File: config.mk
export PLATFORM = sky130hd
export DESIGN_NAME = relobi_addr_map_ctrl
export DESIGN_NICKNAME = d
export VERILOG_FILES = /design/src/rtl/relobi_addr_map_ctrl_pkg.sv /design/src/rtl/relobi_tmr_entry_voter.sv /design/src/rtl/relobi_addr_map_ctrl.sv
export SDC_FILE = /design/constraint.sdc
export NUM_CORES = 1
export LEC_CHECK = 0
export BUFFER_PORTS_ARGS = -buffer_cell sky130_fd_sc_hd__buf_2
export CORE_UTILIZATION = 38
export CTS_CLUSTER_DIAMETER = 200
export DETAILED_ROUTE_END_ITERATION = 8
export PLACE_DENSITY = 0.78
export SKIP_LAST_GASP = 1
export SYNTH_ARGS = -nofsm -noshare
export SYNTH_HDL_FRONTEND = slang
export SYNTH_SLANG_ARGS = --single-unit
File: constraint.sdc
create_clock -name clk_i -period 1.93 [get_ports clk_i]
set_clock_uncertainty 0.1 [all_clocks]
set_input_delay 0.0965 -clock clk_i [delete_from_list [all_inputs] [get_ports clk_i]]
set_output_delay 0.0965 -clock clk_i [all_outputs]
set_load 0.02 [all_outputs]
File: src/rtl/relobi_addr_map_ctrl_pkg.sv
// Shared helpers for the triplicated address-map controller: width derivation
// and the saturating fault counter increment.
package relobi_addr_map_ctrl_pkg;

    localparam int unsigned FaultCntW = 16;

    // Index width for n items, never narrower than one bit.
    function automatic int unsigned min1_clog2(input int unsigned n);
        return (n > 1) ? $clog2(n) : 1;
    endfunction

    function automatic logic [FaultCntW-1:0] sat_inc(input logic [FaultCntW-1:0] v);
        return (&v) ? v : v + FaultCntW'(1);
    endfunction

endpackage

File: src/rtl/relobi_tmr_entry_voter.sv
// Bitwise 2-of-3 majority voter with a flag raised when any copy disagrees
// with the voted result.
module relobi_tmr_entry_voter #(
    parameter int unsigned Width = 1
) (
    input  logic [Width-1:0] a,
    input  logic [Width-1:0] b,
    input  logic [Width-1:0] c,
    output logic [Width-1:0] voted,
    output logic             mismatch
);

    assign voted    = (a & b) | (a & c) | (b & c);
    assign mismatch = |((a ^ voted) | (b ^ voted) | (c ^ voted));

endmodule

File: src/rtl/relobi_addr_map_ctrl.sv
// Holds three copies of the crossbar address map and default routes, accepts
// single-entry writes and periodically votes/rewrites one entry at a time.
module relobi_addr_map_ctrl
    import relobi_addr_map_ctrl_pkg::*;
#(
    parameter int unsigned             NumAddrRules  = 0,
    parameter int unsigned             NumSbrPorts   = 0,
    parameter int unsigned             NumMgrPorts   = 0,
    parameter type                     addr_map_rule_t = logic,
    parameter int unsigned             ScrubInterval = 16,
    parameter logic [NumSbrPorts-1:0]  RstEnDefault  = '0,
    parameter logic [31:0]             RstDefaultIdx = '0
) (
    input  logic                                                   clk_i,
    input  logic                                                   rst_ni,
    input  logic                                                   scrub_en_i,
    input  logic                                                   cfg_req_i,
    output logic                                                   cfg_gnt_o,
    input  logic [min1_clog2(NumAddrRules+NumSbrPorts)-1:0]        cfg_idx_i,
    input  logic [$bits(addr_map_rule_t)-1:0]                      cfg_rule_i,
    input  logic                                                   cfg_en_default_i,
    input  logic [min1_clog2(NumMgrPorts)-1:0]                     cfg_default_idx_i,
    output logic                                                   cfg_err_o,
    output addr_map_rule_t [2:0][NumAddrRules-1:0]                 addr_map_o,
    output logic [2:0][NumSbrPorts-1:0]                            en_default_idx_o,
    output logic [2:0][NumSbrPorts-1:0][min1_clog2(NumMgrPorts)-1:0] default_idx_o,
    output logic                                                   fault_o,
    output logic [FaultCntW-1:0]                                   fault_cnt_o
);

    localparam int unsigned NumEntries = NumAddrRules + NumSbrPorts;
    localparam int unsigned EntryW     = min1_clog2(NumEntries);
    localparam int unsigned IdxW       = min1_clog2(NumMgrPorts);
    localparam int unsigned RuleW      = $bits(addr_map_rule_t);
    localparam int unsigned DefW       = IdxW + 1;
    localparam int unsigned EntW       = (RuleW > DefW) ? RuleW : DefW;
    localparam int unsigned CntW       = min1_clog2(ScrubInterval);
    localparam logic [CntW-1:0] CntReload =
        (ScrubInterval == 0) ? '0 : CntW'(ScrubInterval - 1);

    typedef enum logic {
        IDLE,
        SCRUB
    } scrub_state_e;

    scrub_state_e    state_q, state_d;
    logic [CntW-1:0]   cnt_q, cnt_d;
    logic [EntryW-1:0] scrub_ptr_q, scrub_ptr_d;
    logic              scrub_active;

    addr_map_rule_t [2:0][NumAddrRules-1:0]      addr_map_q;
    logic [2:0][NumSbrPorts-1:0]                 en_default_q;
    logic [2:0][NumSbrPorts-1:0][IdxW-1:0]       default_idx_q;

    logic [2:0][EntW-1:0] scrub_sel;
    logic [EntW-1:0]      scrub_voted;
    logic                 scrub_mismatch;

    logic                 idx_in_range;
    logic                 wr_en;
    logic                 fault_q;
    logic                 err_q;
    logic [FaultCntW-1:0] fault_cnt_q;

    assign cfg_gnt_o    = cfg_req_i & (state_q != SCRUB);
    assign idx_in_range = 32'(cfg_idx_i) < NumEntries;
    assign wr_en        = cfg_gnt_o & idx_in_range;

    always_ff @(posedge clk_i or negedge rst_ni) begin
        if (!rst_ni) begin
            state_q     <= IDLE;
            cnt_q       <= CntReload;
            scrub_ptr_q <= '0;
        end else begin
            state_q     <= state_d;
            cnt_q       <= cnt_d;
            scrub_ptr_q <= scrub_ptr_d;
        end
    end

    // The interval counter only runs while scrubbing is allowed; a scrub step
    // always lasts one cycle and then reloads the interval.
    always_comb begin
        state_d      = state_q;
        cnt_d        = cnt_q;
        scrub_ptr_d  = scrub_ptr_q;
        scrub_active = 1'b0;
        case (state_q)
            IDLE: begin
                if (scrub_en_i) begin
                    if (cnt_q == '0) begin
                        if (ScrubInterval != 0) begin
                            state_d = SCRUB;
                        end
                    end else begin
                        cnt_d = cnt_q - CntW'(1);
                    end
                end
            end
            SCRUB: begin
                scrub_active = 1'b1;
                cnt_d        = CntReload;
                state_d      = IDLE;
                scrub_ptr_d  = (scrub_ptr_q == EntryW'(NumEntries - 1)) ?
                               '0 : scrub_ptr_q + EntryW'(1);
            end
            default: state_d = IDLE;
        endcase
    end

    // Bring every copy of the selected entry onto a common width for voting.
    always_comb begin
        for (int c = 0; c < 3; c++) begin
            scrub_sel[c] = '0;
            for (int unsigned r = 0; r < NumAddrRules; r++) begin
                if (scrub_ptr_q == EntryW'(r)) begin
                    scrub_sel[c][RuleW-1:0] = addr_map_q[c][r];
                end
            end
            for (int unsigned k = 0; k < NumSbrPorts; k++) begin
                if (scrub_ptr_q == EntryW'(NumAddrRules + k)) begin
                    scrub_sel[c][DefW-1:0] = {en_default_q[c][k], default_idx_q[c][k]};
                end
            end
        end
    end

    relobi_tmr_entry_voter #(
        .Width (EntW)
    ) i_voter (
        .a        (scrub_sel[0]),
        .b        (scrub_sel[1]),
        .c        (scrub_sel[2]),
        .voted    (scrub_voted),
        .mismatch (scrub_mismatch)
    );

    // Scrub and write never coincide because the grant is withheld in SCRUB.
    always_ff @(posedge clk_i or negedge rst_ni) begin
        if (!rst_ni) begin
            addr_map_q <= '0;
            for (int c = 0; c < 3; c++) begin
                en_default_q[c] <= RstEnDefault;
                for (int unsigned k = 0; k < NumSbrPorts; k++) begin
                    default_idx_q[c][k] <= RstDefaultIdx[IdxW-1:0];
                end
            end
        end else begin
            for (int c = 0; c < 3; c++) begin
                for (int unsigned r = 0; r < NumAddrRules; r++) begin
                    if (scrub_active && scrub_ptr_q == EntryW'(r)) begin
                        addr_map_q[c][r] <= addr_map_rule_t'(scrub_voted[RuleW-1:0]);
                    end else if (wr_en && cfg_idx_i == EntryW'(r)) begin
                        addr_map_q[c][r] <= addr_map_rule_t'(cfg_rule_i);
                    end
                end
                for (int unsigned k = 0; k < NumSbrPorts; k++) begin
                    if (scrub_active && scrub_ptr_q == EntryW'(NumAddrRules + k)) begin
                        en_default_q[c][k]  <= scrub_voted[IdxW];
                        default_idx_q[c][k] <= scrub_voted[IdxW-1:0];
                    end else if (wr_en && cfg_idx_i == EntryW'(NumAddrRules + k)) begin
                        en_default_q[c][k]  <= cfg_en_default_i;
                        default_idx_q[c][k] <= cfg_default_idx_i;
                    end
                end
            end
        end
    end

    always_ff @(posedge clk_i or negedge rst_ni) begin
        if (!rst_ni) begin
            fault_q     <= 1'b0;
            err_q       <= 1'b0;
            fault_cnt_q <= '0;
        end else begin
            fault_q <= scrub_active & scrub_mismatch;
            err_q   <= cfg_gnt_o & ~idx_in_range;
            if (scrub_active && scrub_mismatch) begin
                fault_cnt_q <= sat_inc(fault_cnt_q);
            end
        end
    end

    assign addr_map_o       = addr_map_q;
    assign en_default_idx_o = en_default_q;
    assign default_idx_o    = default_idx_q;
    assign fault_o          = fault_q;
    assign cfg_err_o        = err_q;
    assign fault_cnt_o      = fault_cnt_q;

endmodule

# == After elaboration in Yosys (flattened, before gate mapping) ==
# Cells that the tools add are included.
# op_classes
n_eq_ne,2
bitwise,2
n_reduce_logical,2
mux,6
addsub,1
# op_table
operator,n
$mux 4,2
$pmux 4 s2,1
$logic_not 4->1,1
$ne 2x2->1 const B,2
$sub 4x1->4 const B,1
$mux 1,2
$pmux 1 s2,1
$reduce_and 2->1,1
$and 1x1->1,1
$not 1->1,1
# word_totals
out_inout_bits,37
inputBits,8
register_bits,6
elab_cells,16

# == Longest topological paths before layout ==
# logic_depth
depth_word,4
ltp_mapped,5
depth_no_buf,5

# == Hierarchy ==
# From an unflattened synthesis, not the netlist that was laid out.
# unflattened
hier_cells,126
area_unflattened_um2,1358.8
# by_module_without_submodules
module,area_each_um2,seq_area_each_um2,cells_each,instances
relobi_addr_map_ctrl,1282.5,580.6,116,1
relobi_tmr_entry_voter,76.3,0.0,10,1

# == Worst setup path before layout ==
# OpenSTA, ideal clock, no wires.
# synth_path
path_type,reg2reg
from,reg cnt_q[0]
to,reg cnt_q[3]
slack_ns,0.586
setup_ns,0.082
path_buffers,0
t_arrival_ns,1.162
t_required_ns,1.748
stages_incl_launch_ff,3
period_less_slack_ns,1.344
path_cell_list,dfstp_2 or4b_4 a211o_1
# synth_between
elab_chain_cells,4
word_cells_on_any_way,7
cone_classes,1 x add/sub; 1 x eq/ne; 3 x mux; 2 x reduce/logical
# synth_rtl
element,line_no,rtl
"start, declared",relobi_addr_map_ctrl.sv:47,"logic [CntW-1:0] cnt_q, cnt_d;"
"start signal, assigned",relobi_addr_map_ctrl.sv:72,cnt_q <= CntReload;
"start signal, assigned",relobi_addr_map_ctrl.sv:76,cnt_q <= cnt_d;
$sub 4x1->4,relobi_addr_map_ctrl.sv:96,cnt_d = cnt_q - CntW'(1);
$mux 4,relobi_addr_map_ctrl.sv:91,if (cnt_q == '0) begin
$mux 4,relobi_addr_map_ctrl.sv:90,if (scrub_en_i) begin
$pmux 4 s2,relobi_addr_map_ctrl.sv:88,case (state_q)
# Several ways; a longest one is shown, not always the timed one. The select of a mux whose other input is x is not followed.
# A chain may end at the register's enable or synchronous reset.

# == Worst setup path after layout ==
# layout_path
from,reg cnt_q[0]
to,reg cnt_q[1]
# Same word-level chain as after synthesis.

==> flow_metrics.py <==
metrics = {
    "status": {
        "status": "completed",
    },
    "critical_path": {
        "worstPathMaxFanout": 3,
        "cp_num_buf_inv": 1,
        "arrival_ns": 1.52,
        "rrSetupSlack_ns": 0.48,
        "worstPathRequired_ns": 2.00,
        "worstSetupEndpointType": "flip-flop",
        "slowest_stage": "dfstp_2",
        "cp-start-kind": "flip-flop",
        "path_delay_family": "flip-flops",
        "critPathKind": "reg2reg",
        "slowest_delay_ns": 0.37,
        "worstPathCellList": "inv_1, ha_1, nand2b_1, o21ai_0, mux2i_1",
    },
    "finish": {
        "multi_input_area_sq_um": 267,
        "regArea_sq_um": 155,
        "drive_gt1_frac": 0.178,
        "design_area_sq_um": 526,
        "area_growth_pct": -6.87,
        "num-fill-cells": 146,
        "n_antenna_cell": 0,
        "fin_nets": 85,
    },
    "clock_tree": {
        "clock_path_buffers": 2,
        "hold_buffers": 3,
        "clk_pin_slew_ns": 0.05,
        "insertion_delay_ns": 0.25,
        "h-tree-depth": 1,
        "cts_buffers": 3,
        "cts_root_buf": "clkbuf_4",
        "postCtsSetupBuffers": 0,
        "cts_sinks": 6,
        "tritoncts": "yes",
        "cts_resized": 0,
    },
    "placement": {
        "port_buffers": 5,
        "place_area_sq_um": 473,
        "gp_congestion": 0.780,
        "hpwl_um": 482,
        "pre_cts_ws_ns": 0.483,
    },
    "logic_synthesis": {
        "ys.flop_type": "dfstp_2",
        "ys_warn_count": 18,
        "yosys.cell_count.top_type": "buf_4",
        "netlist_instances": 63,
        "synth_seq_cells": 6,
        "synth.largest_area_cell": "buf_4",
        "synth_cell_type_count": 18,
        "synth_edf_count": 0,
        "seq_area_frac_synth": 0.275,
        "ys_top_cells_by_area": "buf_4, dfstp_2, dfrtp_1",
        "syn_area_sq_um": 564,
        "synth.avg_cell_area_sq_um": 8.96,
        "synth_commonest_cells": "buf_4, dfstp_2, nor2_1",
        "synth_top_area_frac": 0.466,
        "ys_async_sr_fraction": 1.00,
    },
    "timing": {
        "max_clock_freq_ghz": 0.692,
        "setup_slack_ns": 0.485,
        "layout_min_cycle_time_ns": 1.45,
        "tns_ns": 0,
        "finalHoldViolations": 0,
        "min_period_over_period": 0.749,
        "rsz0062_at_grt": "no",
        "drv_slew": 0,
        "setup_viol": 0,
    },
    "power": {
        "power_uw": 611,
        "p_leak_nw": 0.297,
        "power_density_mw_per_mm2": 1160,
        "ir_drop_mv": 0.459,
    },
    "routing": {
        "via_per_inst": 3.69,
        "dr.pass1.iters": 4,
        "drt_iter0_drc": 3,
        "dr_total_vias": 325,
        "ant_nets": 0,
        "drc": 0,
        "totalWireLength_um": 633,
        "wire_per_inst_um": 7.19,
    },
    "floorplanning": {
        "dieArea_sq_mm": 0.00164,
        "num_rows": 13,
        "initial_core_util": 0.423,
        "coreArea_sq_mm": 0.00133,
        "io_pins": 45,
        "die_y_um": 40.5,
        "die_w_um": 40.5,
    },
    "hold_path": {
        "hold_path_class": "in2async",
    },
    "global_routing": {
        "grt_util_all_layers": 0.101,
        "antenna_found_initial": 0,
        "grt_pass1_wl_um": 903,
        "grt_remaining_overflow": 0,
        "grt_pass1_vias": 210,
        "grt_max_degree": 9,
    },
    "run": {
        "cap_violations": 0,
    },
}
==> metrics by stage <==
| stage | cells | hold slack [ns] | utilization |
|---|---|---|---|
| finish | 88 | 0.0914 | 0.394 |
| CTS | 88 | 0.0962 | 0.394 |
| global placement | 82 | -0.172 | 0.355 |
| floorplan | 97 | -0.299 | - |
| detailed placement | 82 | -0.171 | 0.355 |
| global route | 88 | 0.0892 | 0.394 |
==> worst reg2reg max path: stages, from the launching register on <==
cell,delay [ns]
dfstp_2,0.37
inv_1,0.09
ha_1,0.17
nand2b_1,0.09
o21ai_0,0.32
mux2i_1,0.24
==> per-layer routing <==
| layer | global-route usage | vias to the layer above | share of wire |
|---|---|---|---|
| met2 | 0.115 | 29 | 0.44 |
| li1 | - | 152 | - |
| met5 | 0 | - | 0 |
| met3 | 0.100 | 3 | 0.13 |
| met1 | 0.0993 | 141 | 0.40 |
| met4 | 0.100 | 0 | 0.030 |
==> cell type report <==
type	instances	share of cell area
clock buffer	3	0.0429
inverter	2	0.0143
multi-input combinational	54	0.507
sequential	6	0.295
tap	15	0.0357
timing repair buffer	8	0.105
==> where the power goes <==
part / switching (mW) / leakage, nW / internal, mW
clock network: 0.0496 / 0.0138 / 0.0706
logic: 0.147 / 0.215 / 0.0921
registers: 0.0432 / 0.0676 / 0.209
total: 0.240 / 0.297 / 0.371
==> state kept, by name (all words and copies together), names as in the netlist <==
signal,flops
cfg_err_o,1
cnt_q,4
state_q,1
==> cells in the final DEF (no fill, tap or decap), drive strengths merged, types with 2 or more instances in the layout <==
cell         instances
buf                  5
nor2                 3
nor2b                2
mux2i                2
ha                   2
dlygate4sd3          3
clkbuf               3
dfrtp                2
inv                  2
dfstp                4
o21ai                2
conb                35
==> kinds of logic (layout without fill, tap and decap cells) <==
logic type	count (synthesis)	count (layout)	share of synthesized area
buffers and inverters	37	13	0.479
AND/OR/NAND/NOR	11	11	0.117
multiplexers	2	2	0.0355
flip-flops	6	6	0.275
adder cells (fa/ha/maj)	2	2	0.0443
other	1	35	0.00665
AO/OA/AOI/OAI	4	4	0.0421
==> final timing paths <==
check / startpoint / to / cells past startpoint
setup / recovery: cnt_q[0] / cnt_q[1] / 5
hold / removal: rst_ni / state_q / 2
setup reg to reg: cnt_q[0] / cnt_q[1] / 5
hold reg to reg: cnt_q[0] / cnt_q[0] / 2
max in group asynchronous: rst_ni / cnt_q[1] / 2
min in group clk_i: cnt_q[0] / cnt_q[0] / 2
No activity file was read; power rests on OpenSTA's default activity.
